===== src/rtl/cnn_pkg.sv =====
// Shared CNN front-end types: pixel width, default image size and the pixel typedef
// used by both the window generator and the downstream MAC.
package cnn_pkg;

    localparam int unsigned PIX_W     = 8;
    localparam int unsigned IMG_W_DEF = 28;
    localparam int unsigned IMG_H_DEF = 28;

    typedef logic [PIX_W-1:0] pixel_t;

    // One window column; index 0 is the oldest line, index 2 the current line.
    typedef pixel_t [2:0] column_t;

    // Stride-2 keep test: (r-2) and (c-2) are even exactly when r and c are even.
    function automatic logic stride2_keep(input logic row_lsb, input logic col_lsb);
        return ~row_lsb & ~col_lsb;
    endfunction

endpackage


===== src/rtl/line_delay.sv =====
// Enable-gated line delay: returns the pixel written DEPTH accepted pixels ago, using a
// circular buffer with a single shared read/write pointer (read-before-write).
module line_delay
    import cnn_pkg::*;
#(
    parameter int unsigned DEPTH = IMG_W_DEF
) (
    input  logic   clk_i,
    input  logic   rst_ni,
    input  logic   en_i,
    input  pixel_t din_i,
    output pixel_t dout_o
);

    localparam int unsigned PtrW = (DEPTH > 1) ? $clog2(DEPTH) : 1;

    pixel_t          mem_q [DEPTH];
    logic [PtrW-1:0] ptr_q;
    logic [PtrW-1:0] ptr_d;

    assign dout_o = mem_q[ptr_q];

    always_comb begin
        ptr_d = ptr_q;
        if (en_i) begin
            ptr_d = (ptr_q == PtrW'(DEPTH - 1)) ? '0 : ptr_q + 1'b1;
        end
    end

    always_ff @(posedge clk_i) begin
        if (!rst_ni) begin
            ptr_q <= '0;
        end else begin
            ptr_q <= ptr_d;
        end
    end

    // Contents are never cleared; stale data is masked by the row gating upstream.
    always_ff @(posedge clk_i) begin
        if (en_i) begin
            mem_q[ptr_q] <= din_i;
        end
    end

endmodule


===== src/rtl/window_gen_3x3.sv =====
// Streaming 3x3 sliding-window generator (no padding). Define WINDOW_STRIDE2_EN to emit
// only windows whose top-left corner sits on even row and column (stride 2).
module window_gen_3x3
    import cnn_pkg::*;
#(
    parameter int unsigned IMG_W = IMG_W_DEF,
    parameter int unsigned IMG_H = IMG_H_DEF
) (
    input  logic   clk,
    input  logic   rst_n,
    input  pixel_t pix_in,
    input  logic   pix_in_valid,
    input  logic   sof,
    output pixel_t w00,
    output pixel_t w01,
    output pixel_t w02,
    output pixel_t w10,
    output pixel_t w11,
    output pixel_t w12,
    output pixel_t w20,
    output pixel_t w21,
    output pixel_t w22,
    output logic   window_valid,
    output logic   frame_done
);

    localparam int unsigned ColW = $clog2(IMG_W);
    localparam int unsigned RowW = $clog2(IMG_H);

    logic [ColW-1:0] col_q, col_d, cur_col;
    logic [RowW-1:0] row_q, row_d, cur_row;
    logic            last_col, last_row, emit;
    logic            window_valid_q, window_valid_d;
    logic            frame_done_q, frame_done_d;
    pixel_t          line1, line2;
    column_t [2:0]   win_q, win_d;

    line_delay #(
        .DEPTH (IMG_W)
    ) u_line_delay_1 (
        .clk_i  (clk),
        .rst_ni (rst_n),
        .en_i   (pix_in_valid),
        .din_i  (pix_in),
        .dout_o (line1)
    );

    line_delay #(
        .DEPTH (IMG_W)
    ) u_line_delay_2 (
        .clk_i  (clk),
        .rst_ni (rst_n),
        .en_i   (pix_in_valid),
        .din_i  (line1),
        .dout_o (line2)
    );

    // Position of the pixel on the input this cycle; sof forces it to (0,0).
    always_comb begin
        cur_col  = sof ? '0 : col_q;
        cur_row  = sof ? '0 : row_q;
        last_col = (cur_col == ColW'(IMG_W - 1));
        last_row = (cur_row == RowW'(IMG_H - 1));
`ifdef WINDOW_STRIDE2_EN
        emit = (cur_row >= RowW'(2)) && (cur_col >= ColW'(2)) &&
               stride2_keep(cur_row[0], cur_col[0]);
`else
        emit = (cur_row >= RowW'(2)) && (cur_col >= ColW'(2));
`endif
    end

    always_comb begin
        col_d          = col_q;
        row_d          = row_q;
        win_d          = win_q;
        window_valid_d = 1'b0;
        frame_done_d   = 1'b0;
        if (pix_in_valid) begin
            col_d          = last_col ? '0 : cur_col + 1'b1;
            row_d          = last_col ? (last_row ? '0 : cur_row + 1'b1) : cur_row;
            win_d[0]       = win_q[1];
            win_d[1]       = win_q[2];
            win_d[2]       = {pix_in, line1, line2};
            window_valid_d = emit;
            frame_done_d   = last_col && last_row;
        end
    end

    always_ff @(posedge clk) begin
        if (!rst_n) begin
            col_q          <= '0;
            row_q          <= '0;
            win_q          <= '0;
            window_valid_q <= 1'b0;
            frame_done_q   <= 1'b0;
        end else begin
            col_q          <= col_d;
            row_q          <= row_d;
            win_q          <= win_d;
            window_valid_q <= window_valid_d;
            frame_done_q   <= frame_done_d;
        end
    end

    // win_q is indexed [column][row].
    assign w00          = win_q[0][0];
    assign w01          = win_q[1][0];
    assign w02          = win_q[2][0];
    assign w10          = win_q[0][1];
    assign w11          = win_q[1][1];
    assign w12          = win_q[2][1];
    assign w20          = win_q[0][2];
    assign w21          = win_q[1][2];
    assign w22          = win_q[2][2];
    assign window_valid = window_valid_q;
    assign frame_done   = frame_done_q;

endmodule


===== config.mk =====
export PLATFORM = sky130hd
export DESIGN_NAME = window_gen_3x3
export DESIGN_NICKNAME = d
export VERILOG_FILES = /design/src/rtl/cnn_pkg.sv /design/src/rtl/line_delay.sv /design/src/rtl/window_gen_3x3.sv
export SDC_FILE = /design/constraint.sdc
export NUM_CORES = 1
export LEC_CHECK = 0
export CAP_MARGIN = 20
export CORE_MARGIN = 2
export CORE_UTILIZATION = 35
export CTS_BUF_LIST = sky130_fd_sc_hd__clkbuf_16
export CTS_CLUSTER_SIZE = 28
export DETAILED_ROUTE_END_ITERATION = 10
export DONT_BUFFER_PORTS = 1
export HOLD_SLACK_MARGIN = 0.12
export PLACE_DENSITY = 0.6
export SLEW_MARGIN = 25
export SYNTH_ARGS = -nofsm -noshare
export SYNTH_HDL_FRONTEND = slang
export SYNTH_SLANG_ARGS = --single-unit

===== constraint.sdc =====
create_clock -name clk -period 6.8 [get_ports clk]
set_clock_uncertainty 0.05 [all_clocks]
set_input_delay 1.36 -clock clk [delete_from_list [all_inputs] [get_ports clk]]
set_output_delay 1.36 -clock clk [all_outputs]
set_load 0.01 [all_outputs]

==> impl_results.md <==
- Drt wl/cell: about 23 um
- Total chip power: between 7 and 8 mW
- Final ANT Viol Nets: 0
- Most frequent cells in the layout: edfxtp_1, mux2i_1, nor2_1
- Mux contribution to synthesized area: 0.143
- Largest net degree at the start of global routing: between 100 and 150
- Synth top area share: 0.627
- Die H: 252 um
- Peak Freq: roughly 0.28 GHz
- Ys async rst share: 0
- Syn nets: 1,295
- Critical path type: reg -> reg
- Final Hold Viols: 0
- GRT Total Usage: 0.148
- Layout cells sized above 1: 0.134
- Die footprint: 63,300 um2
- IO Port Bufs: 0
- Count of non-filler cells in the finished layout: 2,086
- Largest family of logic cells by synthesized area: multiplexers
- Max-slew violation count: 0
- Hold_buf cts: 0
- Leakage power figure: between 7 and 8 nW
- Seq/Total Area, Yosys: 0.719
- Crit path capture type: register
- Htree depth: 2
- Vias per inst: 5.32
- Yosys reg bits: roughly 550
- Most common cell after layout, fill and taps aside: edfxtp_1
- Cell at the root of the clock tree: clkbuf_16
- Placed instance area: ~22,000 um2
- Adder-cell area share of the yosys netlist: 0.00641
- Cell Area, Synth: 21,500 um2
- Primary FF master, synth: edfxtp_1
- Sink Count: 547
- Cells after synthesis: 1,272
- Peak supply drop: 0.193 mV
- Row count: 90
- Netlist cell types: 60
- Period utilization: 0.522
- Setup TNS: 0 ns
- RD Place Congestion: 0.854
- Relative slew slack: 0.326
- Antenna Diode Count: 0
- Crit start category: register
- Clk buf depth: 3
- WP data arrival: 3.76 ns
- Post-synth EDFFs: 448
- Vias post-DR: 11,100
- Synth top area cells: edfxtp_1, dfxtp_1, mux2i_1
- Worst hold path class: reg -> reg
- WP data required: 7.01 ns
- Mean post-synth cell area: 16.9 um2
- Final HPWL DP: 29.5 mm
- Final Setup Violations: 0
- Design area: 23,800 um2
- M2 GR Usage: 0.230
- GRT overflow: 0
- Max_cap viols: 0
- Inst Count DP: 1,988
- Synth area leader: edfxtp_1
- Post-cts sizing count: 0
- DRT iter0 DRCs: 1,182
- I/O pin count: 86
- Fin crit period: ~3.5 ns
- Initial antenna violation count: 0
- Routed wire length: 47.2 mm
- Clock transition at path regs: 0.06 ns
- Met3 Usage GRT: 0.0258
- GR peak layer: met2
- Core area: around 60,000 um2
- Post-synthesis simple-gate area fraction: 0.0561
- Met1 Use GR: 0.213
- Core Util, Final: 0.394
- DIE WIDTH: 252 um
- Worst-path fanout max: 37
- Starting Density: 0.355
- Fillers: 5,422
- Unrepaired setup endpoints after global routing: false
- Worst-margin pin slew: 1.01 ns
- Layout area overhead: 11.0%
- CTS buffer count: 52
- CTS tree: yes
- First-pass GRT wire length: 71.4 mm
- Later-pin clock latency in the skew report: 0.59 ns
- Setup Fix Bufs, Post-CTS: 0
- DRC: 0
- Vias in the first global route: 11,000
- Pre-Repair DR Iteration Count: 6
- Status: completed
- Nets@finish: 1,283
- Syn. warnings: 0
- Power Density: 295 nW/um2
- Compound-gate portion of the synthesized area: 0.0501
- XOR/XNOR Fraction of Synth Area: 0.00204
## flip-flops by register name, indices dropped and copies added, names as in the netlist, named ones only
signal	flops
col_q	5
frame_done	1
row_q	5
u_line_delay_1.mem_q	224
u_line_delay_1.ptr_q	5
u_line_delay_2.mem_q	224
u_line_delay_2.ptr_q	5
w00	8
w01	8
w02	8
w10	8
w11	8
w12	8
w20	8
w21	8
w22	8
window_valid	1
## metrics by stage
stage               setup slack [ns]  hold WS (ns)
CTS                             3.14         0.468
floorplan                       3.45         0.422
finish                          3.25         0.465
global placement                3.05         0.444
global route                    3.06         0.493
detailed placement              3.14         0.463
## path summary, 6_finish.rpt
kind | slack [ns] | depth (start not counted) | start | end
setup / recovery | 3.25 | 5 | register | u_line_delay_2.mem_q[15][7]
hold / removal | 0.46 | 2 | col_q[1] | col_q[1]
setup reg to reg | 3.25 | 5 | register | u_line_delay_2.mem_q[15][7]
hold reg to reg | 0.46 | 2 | col_q[1] | col_q[1]
## kinds of logic after synthesis
group / Yosys count
AO/OA/AOI/OAI: 142
XOR/XNOR: 5
adder cells (fa/ha/maj): 11
buffers and inverters: 88
flip-flops: 547
multiplexers: 225
AND/OR/NAND/NOR: 254
## area by class of cell
| type | instances | area, um2 | area share |
|---|---|---|---|
| multi-input cells | 637 | 5560 | 0.233 |
| inverters | 11 | 41.3 | 0.00173 |
| clock inverters | 39 | 234 | 0.00982 |
| repair buffers | 11 | 82.6 | 0.00347 |
| well taps | 782 | 978 | 0.0411 |
| flip-flops and latches | 547 | 15400 | 0.648 |
| clock buffers | 59 | 1480 | 0.0620 |
## report_power, final
| part | switching (mW) | internal [mW] |
|---|---|---|
| registers | 0.0734 | 3.72 |
| logic | 0.230 | 0.146 |
| clock network | 1.23 | 1.63 |
| total | 1.53 | 5.50 |
## critical path, stage by stage (launching register included)
cell and delay, ns:
dfxtp_4 0.79, buf_4 0.64, mux2i_1 0.16, a22o_1 0.26, a221oi_1 0.42, o221a_2 0.81
## Yosys cell counts (13+ instances only)
cell,number
nand2_1,35
and3_1,22
a21oi_1,16
clkbuf_1,29
dfxtp_1,99
nor2_1,111
a22o_1,16
a22oi_1,13
and2_1,18
o21ai_0,19
edfxtp_1,448
mux4_2,65
a221oi_1,14
mux2i_1,158
nor3_1,22
buf_2,20
## metal layers
| layer | wire [um] | vias up |
|---|---|---|
| met4 | 1270 | 0 |
| met1 | 21500 | 5731 |
| met5 | 0 | - |
| met3 | 2590 | 67 |
| met2 | 21900 | 322 |
| li1 | - | 4980 |
No activity file was read; power rests on OpenSTA's default activity.
